<file path="src/rtl/valid_tagged_ram_pkg.sv">
// valid_ram_pkg: shared types and helpers for valid_tagged_ram.
// Holds the flush FSM state encoding, the sweep length calculation and
// the per-cycle occupancy delta used to keep valid_count exact.
package valid_ram_pkg;

    // Flush sequencer states
    typedef enum logic {
        IDLE  = 1'b0,
        FLUSH = 1'b1
    } flush_state_t;

    // Number of sweep cycles needed to clear every valid bit
    function automatic int flush_cycles(input int depth, input int lanes);
        return depth / lanes;
    endfunction

    // Net change in set valid bits from up to two updates to distinct
    // addresses in one cycle. Each update contributes +1 (0->1),
    // -1 (1->0) or nothing, so the result stays within -2..+2.
    function automatic logic signed [2:0] valid_delta(
        input logic a_en,
        input logic a_old,
        input logic a_new,
        input logic b_en,
        input logic b_old,
        input logic b_new
    );
        logic signed [2:0] d;
        d = 3'sd0;
        if (a_en && a_new && !a_old) d = d + 3'sd1;
        if (a_en && !a_new && a_old) d = d - 3'sd1;
        if (b_en && b_new && !b_old) d = d + 3'sd1;
        if (b_en && !b_new && b_old) d = d - 3'sd1;
        return d;
    endfunction

endpackage

</file>
<file path="src/rtl/valid_tagged_ram_ram0.sv">
// ram0: payload storage, one write port and one registered read port.
// Reads are read-first: a same-address write in the same cycle is not
// visible until the following read. RAM_TYPE selects how the read is
// structured so the mapping tool picks the intended primitive.
module ram0 #(
    parameter int    WIDTH     = 32,
    parameter int    ADDR_BITS = 7,
    parameter string RAM_TYPE  = "block"
) (
    input  logic                 clk,
    input  logic                 we,
    input  logic [ADDR_BITS-1:0] waddr,
    input  logic [WIDTH-1:0]     wdata,
    input  logic [ADDR_BITS-1:0] raddr,
    output logic [WIDTH-1:0]     rdata
);

    logic [WIDTH-1:0] mem [2**ADDR_BITS];

    // Write port
    always_ff @(posedge clk) begin
        if (we) mem[waddr] <= wdata;
    end

    generate
        if (RAM_TYPE == "distributed") begin : g_dist
            logic [WIDTH-1:0] rd_comb;
            assign rd_comb = mem[raddr];
            // Asynchronous array read followed by an output register
            always_ff @(posedge clk) begin
                rdata <= rd_comb;
            end
        end else begin : g_block
            // Synchronous read straight from the array
            always_ff @(posedge clk) begin
                rdata <= mem[raddr];
            end
        end
    endgenerate

endmodule

</file>
<file path="src/rtl/valid_tagged_ram.sv">
// valid_tagged_ram: payload RAM with a per-entry valid bit, a data/valid
// write port A, a valid-only write port B (which also addresses reads),
// consume-on-read, a multi-cycle flush sweep and a live occupancy count.
// Handshake: every request is a single-cycle strobe sampled at the rising
// edge; there is no back-pressure, and while flush_busy is high writes and
// consumes are dropped rather than stalled.
// Optional macro VALID_RAM_BYPASS_EN makes same-address read-during-write
// return the written value (write-first); otherwise reads are read-first.
module valid_tagged_ram
    import valid_ram_pkg::*;
#(
    parameter int    PAYLOAD_BITS  = 32,
    parameter int    NUM_ADDR_BITS = 7,
    parameter int    FLUSH_LANES   = 8,
    parameter string RAM_TYPE      = "block"
) (
    input  logic                     clk,
    input  logic                     reset_n,
    input  logic                     flush,
    output logic                     flush_busy,
    input  logic                     wea,
    input  logic [NUM_ADDR_BITS-1:0] addra,
    input  logic [PAYLOAD_BITS:0]    dina,
    input  logic                     web,
    input  logic [NUM_ADDR_BITS-1:0] addrb,
    input  logic [PAYLOAD_BITS:0]    dinb,
    input  logic                     rd_en,
    input  logic                     rd_consume,
    output logic [PAYLOAD_BITS:0]    doutb,
    output logic [NUM_ADDR_BITS:0]   valid_count
);

    localparam int DEPTH        = 1 << NUM_ADDR_BITS;
    localparam int CNT_W        = NUM_ADDR_BITS + 1;
    localparam int FLUSH_CYCLES = flush_cycles(DEPTH, FLUSH_LANES);
    localparam logic [CNT_W-1:0]         LAST_SWEEP = CNT_W'(FLUSH_CYCLES - 1);
    localparam logic [NUM_ADDR_BITS-1:0] PTR_STEP   = NUM_ADDR_BITS'(FLUSH_LANES);

    flush_state_t               state;
    logic [NUM_ADDR_BITS-1:0]   ptr;
    logic [CNT_W-1:0]           sweep_idx;
    logic                       busy_q;

    logic [DEPTH-1:0]           valid;
    logic [DEPTH-1:0]           valid_next;
    logic [CNT_W-1:0]           count_q;
    logic [CNT_W-1:0]           count_next;
    logic signed [2:0]          delta;

    logic                       idle;
    logic                       same_ab;
    logic                       a_wr;
    logic                       b_req;
    logic                       b_wr;
    logic                       c_req;
    logic                       c_wr;

    logic                       rd_valid_q;
    logic [PAYLOAD_BITS-1:0]    ram_rdata;
    logic [PAYLOAD_BITS-1:0]    rd_data;

    // Only the valid bit of port B's word carries information
    logic                       unused_dinb;
    assign unused_dinb = ^dinb[PAYLOAD_BITS-1:0];

    // Request qualification; priority A > B > consume on the valid bits.
    // B and consume share addrb, so any B write drops a consume.
    assign idle    = (state == IDLE);
    assign same_ab = (addra == addrb);
    assign a_wr    = wea & idle;
    assign b_req   = web & idle;
    assign b_wr    = b_req & ~(a_wr & same_ab);
    assign c_req   = rd_en & rd_consume & idle;
    assign c_wr    = c_req & ~b_req & ~(a_wr & same_ab);

    // Flush sequencer: sweep FLUSH_LANES entries per cycle, restartable
    always_ff @(posedge clk or negedge reset_n) begin
        if (!reset_n) begin
            state     <= IDLE;
            ptr       <= '0;
            sweep_idx <= '0;
            busy_q    <= 1'b0;
        end else begin
            case (state)
                IDLE: begin
                    if (flush) begin
                        state     <= FLUSH;
                        ptr       <= '0;
                        sweep_idx <= '0;
                        busy_q    <= 1'b1;
                    end
                end
                FLUSH: begin
                    if (flush) begin
                        ptr       <= '0;
                        sweep_idx <= '0;
                    end else if (sweep_idx == LAST_SWEEP) begin
                        state     <= IDLE;
                        ptr       <= '0;
                        sweep_idx <= '0;
                        busy_q    <= 1'b0;
                    end else begin
                        ptr       <= ptr + PTR_STEP;
                        sweep_idx <= sweep_idx + CNT_W'(1);
                    end
                end
                default: begin
                    state  <= IDLE;
                    busy_q <= 1'b0;
                end
            endcase
        end
    end

    assign flush_busy = busy_q;

    // Next valid array: sweep clears in FLUSH, prioritised updates in IDLE
    always_comb begin
        valid_next = valid;
        if (state == FLUSH) begin
            for (int i = 0; i < FLUSH_LANES; i++) begin
                valid_next[ptr + NUM_ADDR_BITS'(i)] = 1'b0;
            end
        end else begin
            if (c_wr) valid_next[addrb] = 1'b0;
            if (b_wr) valid_next[addrb] = dinb[PAYLOAD_BITS];
            if (a_wr) valid_next[addra] = dina[PAYLOAD_BITS];
        end
    end

    // Valid bit storage
    always_ff @(posedge clk or negedge reset_n) begin
        if (!reset_n) valid <= '0;
        else          valid <= valid_next;
    end

    // Occupancy change this cycle; B and consume never both apply
    always_comb begin
        delta      = valid_delta(a_wr, valid[addra], dina[PAYLOAD_BITS],
                                 b_wr | c_wr, valid[addrb],
                                 b_wr & dinb[PAYLOAD_BITS]);
        count_next = count_q + CNT_W'(delta);
    end

    // Occupancy counter: zeroed on flush and held there during the sweep
    always_ff @(posedge clk or negedge reset_n) begin
        if (!reset_n)                    count_q <= '0;
        else if (flush || state == FLUSH) count_q <= '0;
        else                             count_q <= count_next;
    end

    assign valid_count = count_q;

    ram0 #(
        .WIDTH     (PAYLOAD_BITS),
        .ADDR_BITS (NUM_ADDR_BITS),
        .RAM_TYPE  (RAM_TYPE)
    ) u_ram0 (
        .clk   (clk),
        .we    (a_wr),
        .waddr (addra),
        .wdata (dina[PAYLOAD_BITS-1:0]),
        .raddr (addrb),
        .rdata (ram_rdata)
    );

`ifdef VALID_RAM_BYPASS_EN
    logic                    byp_sel_q;
    logic [PAYLOAD_BITS-1:0] byp_data_q;
    logic                    rd_valid_src;

    // Write-first valid source, same priority as the write path
    always_comb begin
        rd_valid_src = valid[addrb];
        if (a_wr && same_ab) rd_valid_src = dina[PAYLOAD_BITS];
        else if (b_wr)       rd_valid_src = dinb[PAYLOAD_BITS];
    end

    // Registered read valid plus registered data bypass from port A
    always_ff @(posedge clk or negedge reset_n) begin
        if (!reset_n) begin
            rd_valid_q <= 1'b0;
            byp_sel_q  <= 1'b0;
            byp_data_q <= '0;
        end else begin
            rd_valid_q <= rd_valid_src & idle & ~flush;
            byp_sel_q  <= a_wr & same_ab;
            if (a_wr && same_ab) byp_data_q <= dina[PAYLOAD_BITS-1:0];
        end
    end

    assign rd_data = byp_sel_q ? byp_data_q : ram_rdata;
`else
    // Registered read-first valid bit, forced low once a flush is seen
    always_ff @(posedge clk or negedge reset_n) begin
        if (!reset_n) rd_valid_q <= 1'b0;
        else          rd_valid_q <= valid[addrb] & idle & ~flush;
    end

    assign rd_data = ram_rdata;
`endif

    assign doutb = {rd_valid_q, rd_data};

endmodule
</file>
<file path="config.mk">
export PLATFORM = sky130hd
export DESIGN_NAME = valid_tagged_ram
export DESIGN_NICKNAME = d
export VERILOG_FILES = /design/src/rtl/valid_tagged_ram_pkg.sv /design/src/rtl/valid_tagged_ram_ram0.sv /design/src/rtl/valid_tagged_ram.sv
export SDC_FILE = /design/constraint.sdc
export NUM_CORES = 2
export LEC_CHECK = 0
export CORE_UTILIZATION = 39
export DETAILED_ROUTE_END_ITERATION = 16
export HOLD_SLACK_MARGIN = 0.05
export PLACE_DENSITY = 0.58
export SYNTH_ARGS = -nofsm -noshare
export SYNTH_HDL_FRONTEND = slang
export SYNTH_SLANG_ARGS = --single-unit
</file>
<file path="constraint.sdc">
create_clock -name clk -period 10.1 [get_ports clk]
set_clock_uncertainty 0.05 [all_clocks]
set_input_delay 2.02 -clock clk [delete_from_list [all_inputs] [get_ports clk]]
set_output_delay 2.02 -clock clk [all_outputs]
set_load 0.01 [all_outputs]
</file>
=== Yosys cells after proc, flatten, opt, wreduce, memory -nomap -nowiden ===
Memories as Yosys holds them, arrays and structs flattened. A register that Yosys moved wholly into a read port is not among the register bits.
Index checks and enable logic that the tools add are counted.

* Register bits after elaboration: 154
* Memory bits (writable): 4096
* Input bits: 87
* Output and inout port bits: 42
* Logic and storage cells: 159
* Memories kept: 1

* $add $sub $neg: 13
* Order comparisons: 20
* Equality and inequality tests: 5
* Muxes and demuxes: 55
* Bitwise logic cells: 34
* Reduce and logical (&&, ||, !) cells: 24

{| class="wikitable"
|+ Memories
! memory !! words !! width !! rd ports !! clocked after Yosys merged registers in !! wr ports !! line !! RTL
|-
| u_ram0.mem || 128 || 32 || 1 || 1 || 1 || valid_tagged_ram_ram0.sv:18 || <nowiki>logic [WIDTH-1:0] mem [2**ADDR_BITS];</nowiki>
|}

{| class="wikitable"
|+ Operator list
! kind !! count
|-
| $and A128 B128 Y128 || 9
|-
| $not A128 Y128 || 9
|-
| $mux W128 || 6
|-
| $bwmux W128 || 2
|-
| $lt A7 B8 Y1 const B || 10
|-
| $demux W1 S7 || 10
|-
| $ge A7 B1 Y1 const B || 10
|-
| $mux W8 || 4
|-
| $add A7 B3 Y7 const B || 4
|-
| $mux W1 || 21
|-
| $mux W7 || 3
|-
| $logic_and A1 B1 Y1 || 18
|-
| $pmux W8 S2 || 1
|-
| $add A7 B2 Y7 const B || 2
|-
| $bmux W1 S7 || 2
|-
| $pmux W7 S2 || 1
|-
| $and A1 B1 Y1 || 11
|-
| $mux W3 || 3
|-
| $add A8 B1 Y8 const B || 1
|-
| $add A8 B8 Y8 || 1
|-
| $eq A8 B4 Y1 const B || 1
|-
| $add A7 B1 Y7 const B || 1
|-
| $add A7 B4 Y7 const B || 1
|-
| $eq A7 B7 Y1 || 1
|-
| other kinds (10) || 19
|}

=== Longest topological paths before layout ===
* Depth in word-level cells: 14
* Gate-level depth with buffers: 23
* Gate-level depth less buffers: 20

=== Hierarchy ===
Synthesis repeated with hierarchy kept, for this count alone.

* Cells, all modules: 7548
* Area, all modules: 168352.7 sq um

{| class="wikitable"
|+ Modules (own cells, without submodules)
! module !! instances !! cells each !! area each (sq um) !! seq. area each (sq um)
|-
| ram0 || 1 || 5990 || 156276.1 || 123638.6
|-
| valid_tagged_ram || 1 || 1558 || 12076.6 || 3778.6
|}

=== Worst setup path before layout ===
No wires, ideal clock.

* Path type: input -> register
* Start: in addra[0]
* End: reg count_q[7] (netlist: valid_count[7])
* Setup time: 0.072 ns
* Arrival time: 6.648 ns
* Data required time: 9.978 ns
* Path slack: 3.330 ns
* Cell stages on the path: 21
* Buffers on the path: 2
* Cells stage by stage: buf_6 buf_4 mux4_2 mux4_2 mux4_2 mux2i_1 nand2_1 a21oi_1 xor2_1 ha_1 nand2_1 nor3_1 xor2_1 ha_1 a21oi_1 nor2b_1 o21a_1 o41ai_1 xnor2_1 xnor3_1 nor2_1

* Word-level cells in the longest chain between the ends: 13
* Elaborated cells on any way between the ends: 26
* Classes of those cells: 4 x add/sub; 1 x eq/ne; 7 x mux; 6 x bitwise; 8 x reduce/logical

{| class="wikitable"
|+ RTL lines
! element !! line !! RTL
|-
| start, declared || valid_tagged_ram.sv:22 || <nowiki>input logic [NUM_ADDR_BITS-1:0] addra,</nowiki>
|-
| $bmux W1 S7 || valid_tagged_ram.sv:139 || <nowiki>delta = valid_delta(a_wr, valid[addra], dina[PAYLOAD_BITS],</nowiki>
|-
| $mux W1 (implied by the code) || valid_tagged_ram.sv:139 ||
|-
| $logic_not A1 Y1 || valid_tagged_ram_pkg.sv:30 || <nowiki>if (a_en && a_new && !a_old) d = d + 3'sd1;</nowiki>
|-
| $logic_and A1 B1 Y1 || valid_tagged_ram_pkg.sv:30 ||
|-
| $mux W1 || valid_tagged_ram_pkg.sv:30 ||
|-
| $sub A3 B2 Y3 || valid_tagged_ram_pkg.sv:31 || <nowiki>if (a_en && !a_new && a_old) d = d - 3'sd1;</nowiki>
|-
| $mux W3 || valid_tagged_ram_pkg.sv:31 ||
|-
| $add A3 B2 Y3 || valid_tagged_ram_pkg.sv:32 || <nowiki>if (b_en && b_new && !b_old) d = d + 3'sd1;</nowiki>
|-
| $mux W3 || valid_tagged_ram_pkg.sv:32 ||
|-
| $sub A3 B2 Y3 || valid_tagged_ram_pkg.sv:33 || <nowiki>if (b_en && !b_new && b_old) d = d - 3'sd1;</nowiki>
|-
| $mux W3 * || valid_tagged_ram_pkg.sv:33 ||
|-
| $add A8 B8 Y8 * || valid_tagged_ram.sv:142 || <nowiki>count_next = count_q + CNT_W'(delta);</nowiki>
|-
| $mux W8 * || valid_tagged_ram.sv:148 || <nowiki>else if (flush || state == FLUSH) count_q <= '0;</nowiki>
|-
| end signal, assigned || valid_tagged_ram.sv:149 || <nowiki>else count_q <= count_next;</nowiki>
|-
| end, declared || valid_tagged_ram.sv:46 || <nowiki>logic [CNT_W-1:0] count_q;</nowiki>
|}

Mark *: on every way between the ends. The rest lies on a longest branch, timed or not. The select of a mux whose other input is x is not followed.
A chain may end at the register's enable or synchronous reset.

=== Worst setup path after layout ===
* Start: in addrb[1]
* End: reg count_q[7] (netlist: valid_count[7])

* Word-level cells in the longest chain between the ends: 12
* Elaborated cells on any way between the ends: 20
* Classes of those cells: 2 x add/sub; 1 x eq/ne; 5 x mux; 6 x bitwise; 6 x reduce/logical

{| class="wikitable"
|+ RTL lines
! element !! line !! RTL
|-
| start, declared || valid_tagged_ram.sv:25 || <nowiki>input logic [NUM_ADDR_BITS-1:0] addrb,</nowiki>
|-
| parallel branches: the longest is 9 deep, another holds $sub A3 B2 Y3 || n/a ||
|-
| $mux W3 * || valid_tagged_ram_pkg.sv:33 ||
|-
| $add A8 B8 Y8 * || valid_tagged_ram.sv:142 ||
|-
| $mux W8 * || valid_tagged_ram.sv:148 ||
|}

Every way passes the cells marked *. The select of a mux whose other input is x is not followed.

==> metrics.txt <==
synthesized area=between 150000 and 200000 um^2; I/O pin total=129; DRC errors left=0; Gate power share=around 5.7%; initial antenna violation count=62; most common cell after layout, fill and taps aside=edfxtp_1; CTS buffer count=430; period utilization=75.5%; switching pwr=8540 uW; total gr overflow=0; setup_tns=0 ps; Async SR Flop Fraction=3.53%; Worst setup SP type=input pin; hpwl dp=349 mm; final setup fails=0; hold buffers post-CTS=0; fin crit period=~7600 ps; worst hold path type=reg -> reg; worst hold slack=473 ps; drt total wl=609 mm; relative slew slack=2.27%; Cell variety after synth=between 70 and 80; ANT nets after route=0; post-CTS sizing=0; IR drop worst, VDD=~0.14 mV; fin area=185000 um^2; share of cells above drive strength 1=between 10% and 20%; Switching Share=22.7%; largest net degree at the start of global routing=slightly above 90; global-route wire length before repair=815 mm; Die Width=645 um; Fillers=approximately 35000; die area=417000 um^2; 1st-pass router iterations=9; syn avg cell area=17.3 um^2; H-tree lvl count=5; power share of the clock group=42.0%; FP Rows=235; Worst-path clk slew=60 ps; final net count=9687; Req. time, crit path=roughly 11000 ps; largest cells by area after synthesis=edfxtp_1, a22oi_1, a221oi_1, dfrtp_1, a22o_1; Post-synth top flop=edfxtp_1; Post-CTS Setup Bufs=0; WL per Instance=roughly 40 um; overall routing resource usage=between 20% and 30%; Synth Warn #=0; GP Congestion=just under 1; status=finished, final reports clean; clock insertion delay at the later pin of the skew report=around 1000 ps; DP Area=171000 um^2; Final Max Slew Viols=0; via count=~100k; internal power=29100 uW; vias in the first global route=approximately 95000; Initial Util=39.3%; # port buffers=96; Crit. End Element=flop; upper clock frequency limit=131 MHz; 1st-iter DRT viols=between 15000 and 20000; synth-to-layout area growth=14.7%; count of final hold-check violations=0; crit path kind=in -> reg; Pleak=0.0568 uW; root buf cell=clkbuf_16; Sequential Power Share=between 50% and 60%; RSZ-0062 raised after global routing=false; max-cap violations=0; TritonCTS clock tree=built; Post-synth EDFFs=4096; top-area cell type share of the netlist area=76.2%; overall die height=645 um; critical path peak fanout=32; critical path arrival=around 8500 ps; sequential area share after synthesis=78.9%; Synthesized Nets=about 9400; worst-margin pin slew=1460 ps; synthesized flop and latch total=around 4300; area leader, netlist=edfxtp_1; Final Util=45.1%; Sink Count=~4300; Power Dens Cells=a little over 200 nW/um^2; CTS max path bufs=4; Vias/cell=6.59; core area=around 400000 um^2; Post-Syn Instances=about 9300; most frequent cells in the layout=edfxtp_1, a22oi_1, a221oi_1, clkbuf_16, buf_4
final timing paths:
path                               from              to  slack [ps]  depth (start not counted)
max reg2reg                   valid[55]  valid_count[7]        3960                         19
max                            addrb[1]  valid_count[7]        2470                         22
min                        sweep_idx[3]    sweep_idx[3]         470                          1
max in group asynchronous       reset_n       valid[21]        7270                          2
min in group asynchronous       reset_n  valid_count[2]        1040                          1
min reg2reg                sweep_idx[3]    sweep_idx[3]         470                          1
stage by stage:
stage	cells	power, uW	setup slack [ps]
2_1_floorplan	9316	20900	3330
3_3_place_gp	14600	22100	1500
3_5_place_dp	14600	22100	1720
4_1_cts	15400	37700	2760
5_1_grt	15400	38400	2240
6_report	15400	37700	2470
critical path, stage by stage:
cell	delay [ps]
buf_8	300
nand2b_1	960
o22ai_1	200
o21ai_0	390
a41oi_1	280
nor4_2	800
buf_4	280
nand2_1	90
mux2_2	260
nand2b_1	110
ha_1	160
nand2_1	60
nor3_1	350
xor2_1	460
ha_1	350
a21oi_1	190
nor2b_1	90
o21a_1	180
o41ai_1	350
xnor2_1	190
xnor3_1	240
nor2_1	90
kinds of logic (layout without fill, tap and decap cells):
logic type	Yosys count	after routing	synth area share [%]
XOR/XNOR	19	19	0.112
multiplexers	312	312	2.59
AO/OA/AOI/OAI	3073	3073	13.8
AND/OR/NAND/NOR	925	925	2.69
adder cells (fa/ha/maj)	15	15	0.121
buffers and inverters	693	1316	1.77
flip-flops	4279	4279	78.9
other	0	33	0
layout make-up:
type                    instances  area, um^2  area share [%]
clock buffers                 545       11400            6.13
well taps                    5451        6820            3.68
flip-flops and latches       4279      127000            68.8
inverters                      11        42.5          0.0230
diodes                         33        82.6          0.0446
repair buffers                519        4650            2.51
multi-input cells            4344       32500            17.5
clock inverters               241        2450            1.32
power by group through the flow:
stage                     sequential [uW]  clock, uW  combinational [uW]
after floorplan                     20000          0                 929
after global placement              20100          0                2060
after detailed placement            20100          0                2100
after CTS                           19700      15900                2100
after global routing                19700      16500                2220
final                               19700      15800                2160
cells in the mapped netlist (14+ instances only):
master,number
nor2b_1,17
o22ai_1,42
nor3_1,17
nand2_1,244
dfrtp_1,151
a22o_1,350
nand4_1,131
mux2_1,27
o31ai_1,134
o211ai_1,32
dfxtp_1,32
a31oi_1,281
buf_1,109
o21ai_1,181
mux4_2,75
ha_1,14
nand3_1,174
a22oi_1,1012
o21ai_0,77
a21oi_1,369
a221oi_1,464
mux2_2,69
edfxtp_1,4096
or4_1,20
a221o_1,19
nor2_1,249
buf_2,175
clkbuf_1,392
mux2i_1,141
nor4_1,36
sequential cells by signal (all words and copies together) (netlist names):
register      count
flush_busy        1
state             1
rd_valid_q        1
valid           128
valid_count       8
u_ram0.rdata     32
u_ram0.mem     4096
sweep_idx         8
ptr               4
routing by layer:
layer,share of wire [%],GRT usage (%),wire (um),up-vias
met3,12,7.84,75300,1378
met2,44,42.7,269000,7305
li1,-,-,-,39700
met4,6.3,15.4,38300,24
met5,0.042,0,258,-
met1,37,37.2,226000,53200
Power figures use the tool's default switching activity.
